**config.mk**
```make
export PLATFORM = sky130hd
export DESIGN_NAME = seven_seg_scan_flat
export DESIGN_NICKNAME = d
export VERILOG_FILES = /design/src/rtl/seven_seg_scan_if.sv /design/src/rtl/seven_seg_scan.sv /design/src/flat_wrapper.sv
export SDC_FILE = /design/constraint.sdc
export NUM_CORES = 1
export LEC_CHECK = 0
export CORE_ASPECT_RATIO = 0.5
export CORE_MARGIN = 5
export CORE_UTILIZATION = 54
export CTS_CLUSTER_SIZE = 20
export DETAILED_ROUTE_END_ITERATION = 16
export GPL_TIMING_DRIVEN = 0
export PLACE_DENSITY_LB_ADDON = 0.08
export SLEW_MARGIN = 10
export SYNTH_ARGS = -nofsm -noshare
export SYNTH_HDL_FRONTEND = slang
export SYNTH_SLANG_ARGS = --single-unit
```
**constraint.sdc**
```tcl
create_clock -name clk -period 2.65 [get_ports clk]
set_clock_uncertainty 0.1 [all_clocks]
set_input_delay 0.53 -clock clk [delete_from_list [all_inputs] [get_ports clk]]
set_output_delay 0.53 -clock clk [all_outputs]
set_load 0.005 [all_outputs]
```
**src/rtl/seven_seg_scan_if.sv**
```systemverilog
// Display-side bundle for the seven-segment scan controller.
// Master drives load/value/blanking; slave returns scan outputs.
interface seven_seg_scan_if #(
    parameter int N_DIGITS = 4
);
    localparam int IW = (N_DIGITS > 1) ? $clog2(N_DIGITS) : 1;

    logic                    load;
    logic [4*N_DIGITS-1:0]   value;
    logic [N_DIGITS-1:0]     blank_mask;
    logic                    lzs;
    logic [3:0]              nibble;
    logic [N_DIGITS-1:0]     an;
    logic [IW-1:0]           digit_idx;
    logic                    frame_done;

    modport master (
        output load, value, blank_mask, lzs,
        input  nibble, an, digit_idx, frame_done
    );

    modport slave (
        input  load, value, blank_mask, lzs,
        output nibble, an, digit_idx, frame_done
    );
endinterface

```
**src/rtl/seven_seg_scan.sv**
```systemverilog
// Time-multiplexed scan controller for common-anode 7-seg digits.
// Values are double-buffered and swapped only at frame boundaries.
module seven_seg_scan #(
    parameter int N_DIGITS   = 4,
    parameter int ON_CYCLES  = 50000,
    parameter int GAP_CYCLES = 500
) (
    input  logic            clk,
    input  logic            rst,
    seven_seg_scan_if.slave bus
);
    localparam int VW   = 4 * N_DIGITS;
    localparam int IW   = (N_DIGITS > 1) ? $clog2(N_DIGITS) : 1;
    localparam int MAXC = (ON_CYCLES > GAP_CYCLES) ? ON_CYCLES : GAP_CYCLES;
    localparam int CW   = (MAXC > 1) ? $clog2(MAXC) : 1;

    localparam logic [CW-1:0] ON_LAST  = CW'(ON_CYCLES - 1);
    localparam logic [CW-1:0] GAP_LAST = CW'(GAP_CYCLES - 1);
    localparam logic [IW-1:0] IDX_LAST = IW'(N_DIGITS - 1);

    typedef enum logic {
        S_GAP = 1'b0,
        S_ON  = 1'b1
    } state_t;

    state_t              state_q, state_d;
    logic [CW-1:0]       cnt_q, cnt_d;
    logic [IW-1:0]       idx_q, idx_d;
    logic [VW-1:0]       shadow_q, shadow_d;
    logic [VW-1:0]       active_q, active_d;
    logic                pending_q, pending_d;
    logic [3:0]          nibble_q, nibble_d;
    logic [N_DIGITS-1:0] an_q, an_d;
    logic                frame_done_q, frame_done_d;

    logic                leave_on;
    logic                commit;
    logic [N_DIGITS-1:0] dark;

    // Phase sequencing: count out gap/on time, step digit on ON exit
    always_comb begin
        state_d  = state_q;
        cnt_d    = cnt_q + 1'b1;
        idx_d    = idx_q;
        leave_on = 1'b0;
        unique case (state_q)
            S_GAP: begin
                if (cnt_q == GAP_LAST) begin
                    state_d = S_ON;
                    cnt_d   = '0;
                end
            end
            S_ON: begin
                if (cnt_q == ON_LAST) begin
                    state_d  = S_GAP;
                    cnt_d    = '0;
                    leave_on = 1'b1;
                    if (idx_q == IDX_LAST) begin
                        idx_d = '0;
                    end else begin
                        idx_d = idx_q + 1'b1;
                    end
                end
            end
            default: begin
                state_d = S_GAP;
                cnt_d   = '0;
            end
        endcase
    end

    // Value buffering: capture loads, commit at end of the last digit
    always_comb begin
        commit    = leave_on && (idx_q == IDX_LAST) && pending_q;
        shadow_d  = shadow_q;
        pending_d = pending_q;
        active_d  = active_q;
        if (bus.load) begin
            shadow_d  = bus.value;
            pending_d = 1'b1;
        end
        if (commit) begin
            // A load landing on the commit edge is newer than shadow
            active_d  = bus.load ? bus.value : shadow_q;
            pending_d = 1'b0;
        end
    end

    // Per-digit darkness: explicit mask or leading-zero suppression
    always_comb begin
        dark = '0;
        for (int i = 0; i < N_DIGITS; i++) begin
            dark[i] = bus.blank_mask[i]
                    | (bus.lzs && (i != 0)
                       && ((active_q >> (4 * i)) == '0));
        end
    end

    // Next registered outputs: anode, decoder nibble, commit pulse
    always_comb begin
        an_d = '1;
        if ((state_d == S_ON) && !dark[idx_d]) begin
            an_d[idx_d] = 1'b0;
        end
        nibble_d = nibble_q;
        if (leave_on) begin
            nibble_d = active_d[4 * idx_d +: 4];
        end
        frame_done_d = commit;
    end

    // State and output registers with synchronous reset
    always_ff @(posedge clk) begin
        if (rst) begin
            state_q      <= S_GAP;
            cnt_q        <= '0;
            idx_q        <= '0;
            shadow_q     <= '0;
            active_q     <= '0;
            pending_q    <= 1'b0;
            nibble_q     <= '0;
            an_q         <= '1;
            frame_done_q <= 1'b0;
        end else begin
            state_q      <= state_d;
            cnt_q        <= cnt_d;
            idx_q        <= idx_d;
            shadow_q     <= shadow_d;
            active_q     <= active_d;
            pending_q    <= pending_d;
            nibble_q     <= nibble_d;
            an_q         <= an_d;
            frame_done_q <= frame_done_d;
        end
    end

    assign bus.nibble     = nibble_q;
    assign bus.an         = an_q;
    assign bus.digit_idx  = idx_q;
    assign bus.frame_done = frame_done_q;

endmodule
```
**src/flat_wrapper.sv**
```systemverilog
// flat-port wrapper written by rule: the top's interface ports become plain ports
module seven_seg_scan_flat 
#(
    parameter int N_DIGITS   = 4,
    parameter int ON_CYCLES  = 50000,
    parameter int GAP_CYCLES = 500
)
  (clk, rst, bus_load, bus_value, bus_blank_mask, bus_lzs, bus_nibble, bus_an, bus_digit_idx, bus_frame_done);
  seven_seg_scan_if #(.N_DIGITS(N_DIGITS)) bus_i ();
  input  logic clk;
  input  logic rst;
  input wire logic [$bits(bus_i.load)-1:0] bus_load;
  input wire logic [$bits(bus_i.value)-1:0] bus_value;
  input wire logic [$bits(bus_i.blank_mask)-1:0] bus_blank_mask;
  input wire logic [$bits(bus_i.lzs)-1:0] bus_lzs;
  output wire logic [$bits(bus_i.nibble)-1:0] bus_nibble;
  output wire logic [$bits(bus_i.an)-1:0] bus_an;
  output wire logic [$bits(bus_i.digit_idx)-1:0] bus_digit_idx;
  output wire logic [$bits(bus_i.frame_done)-1:0] bus_frame_done;
  assign bus_i.load = bus_load;
  assign bus_i.value = bus_value;
  assign bus_i.blank_mask = bus_blank_mask;
  assign bus_i.lzs = bus_lzs;
  assign bus_nibble = bus_i.nibble;
  assign bus_an = bus_i.an;
  assign bus_digit_idx = bus_i.digit_idx;
  assign bus_frame_done = bus_i.frame_done;
  seven_seg_scan #(.N_DIGITS(N_DIGITS), .ON_CYCLES(ON_CYCLES), .GAP_CYCLES(GAP_CYCLES)) u_core (.clk(clk), .rst(rst), .bus(bus_i));
endmodule
```
==> results of run 1 <==
-- flip-flops by register name (all words and copies together) (netlist names), 2 cells and up --
name / flops
u_core.active_q: 16
u_core.cnt_q: 16
u_core.shadow_q: 16
u_core.bus.an: 4
u_core.bus.nibble: 4
u_core.bus.digit_idx: 2
-- layer usage --
metal	vias up	wire (um)
li1	1126	-
met1	1074	2616
met2	82	2952
met3	12	483
met4	0	82
met5	-	0
-- area by class of cell --
class                           instances  area share (%)
Buffer                                 15           2.137
Clock buffer                           14           5.265
Clock inverter                          1          0.1526
Inverter                                4          0.4578
Multi-Input combinational cell        208           41.70
Sequential cell                        61           37.24
Tap cell                               66           2.518
Timing Repair Buffer                   35           10.53
-- how the worst min path moves through the flow --
stage | startpoint | to | slack (ns) | depth (start not counted)
floorplan | u_core.cnt_q[0] | u_core.cnt_q[0] | 0.33 | 1
global placement | u_core.cnt_q[0] | u_core.cnt_q[0] | 0.34 | 1
detailed placement | u_core.cnt_q[0] | u_core.cnt_q[0] | 0.35 | 1
CTS | u_core.cnt_q[0] | u_core.cnt_q[0] | 0.37 | 1
global route | u_core.cnt_q[0] | u_core.cnt_q[0] | 0.39 | 1
finish | u_core.cnt_q[0] | u_core.cnt_q[0] | 0.37 | 1
-- power by group through the flow --
stage	clock [W]	sequential [W]	combinational [W]
floorplan	0	0.000962	0.0000569
finish	0.000745	0.000944	0.000108
CTS	0.000756	0.000944	0.000108
global route	0.000806	0.000946	0.000119
global placement	0	0.000963	0.000104
detailed placement	0	0.000964	0.000107
-- metrics by stage --
| stage | hold slack, ns | power [W] | setup WS, ns | cells | setup TNS, ns |
|---|---|---|---|---|---|
| floorplan | 0.3261 | 0.001019 | 0.3375 | 288 | 0 |
| global placement | 0.3379 | 0.001067 | 0.01231 | 387 | 0 |
| detailed placement | 0.3523 | 0.001072 | -0.004593 | 387 | -0.01199 |
| CTS | 0.3667 | 0.001808 | 0.02302 | 402 | 0 |
| global route | 0.3896 | 0.001871 | 0.01056 | 404 | 0 |
| finish | 0.3653 | 0.001798 | 0.1753 | 404 | 0 |
-- what timing repair did --
action | CTS | global route
pin swaps | 0 | 1
resized for setup | 1 | 11
setup endpoints to repair | 8 | 31
setup buffers | 0 | 2
-- cells in the final DEF, fill, tap and decap left out, types with 3 or more instances in the layout --
cell type        count
clkbuf_1            11
clkbuf_2             3
a21oi_1             10
o21ba_2              4
xnor2_1              5
dfxtp_1             61
a21boi_0             4
o21bai_1             4
o21ai_0              8
xor2_1               9
nand3_1              5
nand4_1              4
and2_1               5
clkbuf_8            12
nor3_1               7
o22ai_1              6
clkdlybuf4s50_1     33
a211oi_1            12
nand2_1             15
mux2i_1             18
nor4_1               3
inv_1                4
nor2b_1              3
nor2_1              53
-- kinds of logic after synthesis --
family / Yosys count
AOI/OAI and AO/OA: 61
xor gates and xnor gates: 14
adders and majority gates: 2
buffers and inverters: 19
DFF: 61
muxes: 19
and+or+nand+nor: 112
-- worst max-delay path, cell delays in order, from the launching register on --
cell      delay [ns]
dfxtp_1         0.37
ha_2            0.24
or4b_2          0.62
nor4_2          0.15
nand2_1         0.16
a21boi_4        0.24
or3b_2          0.46
==> summary.md, run 1 <==
| Metric | Value |
|---|---|
| Worst-Skew Late Latency | `0.34 ns` |
| Worst EP arrival | `2.59 ns` |
| GR Util met1 | `24.95%` |
| Grt met3 use | `6.638%` |
| Vias per cell | `5.678` |
| Reg2reg path depth | `6` |
| DR DRC count | `0` |
| DIE AREA | `6462 um^2` |
| HP Class | `flop to flop` |
| Via count | `2294` |
| Count of buffers from port buffering | `33` |
| FF+latch count, synth | `61` |
| Sw frac | `22.00%` |
| Total GRT Usage | `20.54%` |
| Setup-failing EPs final | `0` |
| First-pass GRT wire length | `10120 um` |
| Power per cell area | `548.2 nW/um^2` |
| Reg-to-reg critical path startpoint | `u_core.cnt_q[0]` |
| Max transition margin | `51.82%` |
| Layout cells sized above 1 | `11.54%` |
| Vias in the first global route | `2185` |
| Starting Density | `57.89%` |
| Critical path endpoint category | `flop` |
| CP required | `2.76 ns` |
| CTS buffer count | `9` |
| Seq/Total Area, Yosys | `46.34%` |
| Crit path max fanout | `5` |
| Initial antenna violation count | `0` |
| Sink Count | `61` |
| Fraction of registers with async set/reset | `0%` |
| CTS Hold Bufs | `0` |
| Die Wd | `108.8 um` |
| First DRT Iteration DRCs | `123` |
| CP Capture Point | `u_core.bus.an[0]` |
| RSZ-0062 raised after global routing | `no` |
| Die height | `59.40 um` |
| CTS tree | `built` |
| Peak VDD IR | `475.8 uV` |
| Layout Nets | `360` |
| Worst-Margin Slew | `0.7227 ns` |
| Num ports | `35` |
| Combinational power share | `6.0%` |
| Core area | `4552 um^2` |
| Routed len/inst | `15.18 um` |
| XOR/XNOR Fraction of Synth Area | `4.653%` |
| Pin count of the biggest net entering global routing | `11` |
| Post-synthesis mux area share | `7.265%` |
| Area share of the largest cell type after synthesis | `46.34%` |
| Syn Area/Cell | `9.149 um^2` |
| Cell area after synthesis | `2635 um^2` |
| Post-synthesis adder-cell area fraction | `0.9497%` |
| Filler cell count in the final layout | `376` |
| Routability cong. | `0.9055` |
| Drt pass-1 iters | `4` |
| Total Wirelength | `6134 um` |
| Largest family of logic cells by synthesized area | `simple AND/OR/NAND/NOR gates` |
| Ys Warns | `0` |
| Startpoint types | `flop` |
| Final core area utilization | `72.05%` |
| Max-capacitance violation count | `0` |
| GR Overflow Total | `0` |
| M2 GR Usage | `35.03%` |
| Finished layout cell area | `3279 um^2` |
| H-tree depth | `3` |
| Compound-cell area share of the yosys netlist | `16.24%` |
| Top cells by area, synth | `dfxtp_1, nor2_1, mux2i_1, a211oi_1, xor2_1` |
| Fmax | `0.4041 GHz` |
| Antenna violation net count after detailed routing | `0` |
| Dpl hpwl | `4519 um` |
| CP Class | `flop to flop` |
| Clock Power Share | `41.5%` |
| Diodes inserted | `0` |
| Most frequent cells after synthesis | `dfxtp_1, nor2_1, mux2i_1` |
| Syn_nets | `314` |
| Simple-Gate Fraction of Synth Area | `21.46%` |
| Status | `finished, final reports clean` |
| Number of synthesized flops with an enable pin | `0` |
| Unique masters post-synth | `46` |
| Largest area contributor in the netlist | `dfxtp_1` |
| Int Power | `0.001402 W` |
| Crit. Startpoint | `u_core.cnt_q[0]` |
| Post-Place Cell Area | `3048 um^2` |
| Pleak | `1.204 nW` |
| Max Root-Sink Buffers | `2` |
| Synth-to-Final Area Change | `24.45%` |
| Crit Reg-Reg Endpoint | `u_core.bus.an[0]` |
| Reg area | `1221 um^2` |
| Global route hottest layer | `met2` |
| Area of the multi-input gates | `1368 um^2` |
| Switching component of the power | `0.0003956 W` |
| Reg clk slew, reported paths | `0.06 ns` |
| Crit share post-route | `93.39%` |
| Final min period | `2.475 ns` |
| Final Max Tran Viols | `0` |
| Root buffer cell | `clkbuf_8` |
| Mapped Cells | `288` |
| Final Hold Fails | `0` |
| Part of the power in registers | `52.5%` |
| Count leader, synth | `dfxtp_1` |
| Most common flop cell mapped by yosys | `dfxtp_1` |
| Reg-to-reg slack, setup | `0.18 ns` |
| Row count | `17` |
Power figures use the tool's default switching activity.
==> run 2, diff against run 1 <==
--- a/config.mk
+++ b/config.mk
@@ -11,6 +11,7 @@
 export CTS_CLUSTER_SIZE = 20
 export DETAILED_ROUTE_END_ITERATION = 16
 export GPL_TIMING_DRIVEN = 0
+export HOLD_SLACK_MARGIN = 0.02
 export PLACE_DENSITY_LB_ADDON = 0.08
 export SLEW_MARGIN = 10
 export SYNTH_ARGS = -nofsm -noshare
==> results of run 2 <==
Final layout, timing and power as in run 1 (identical DEF).
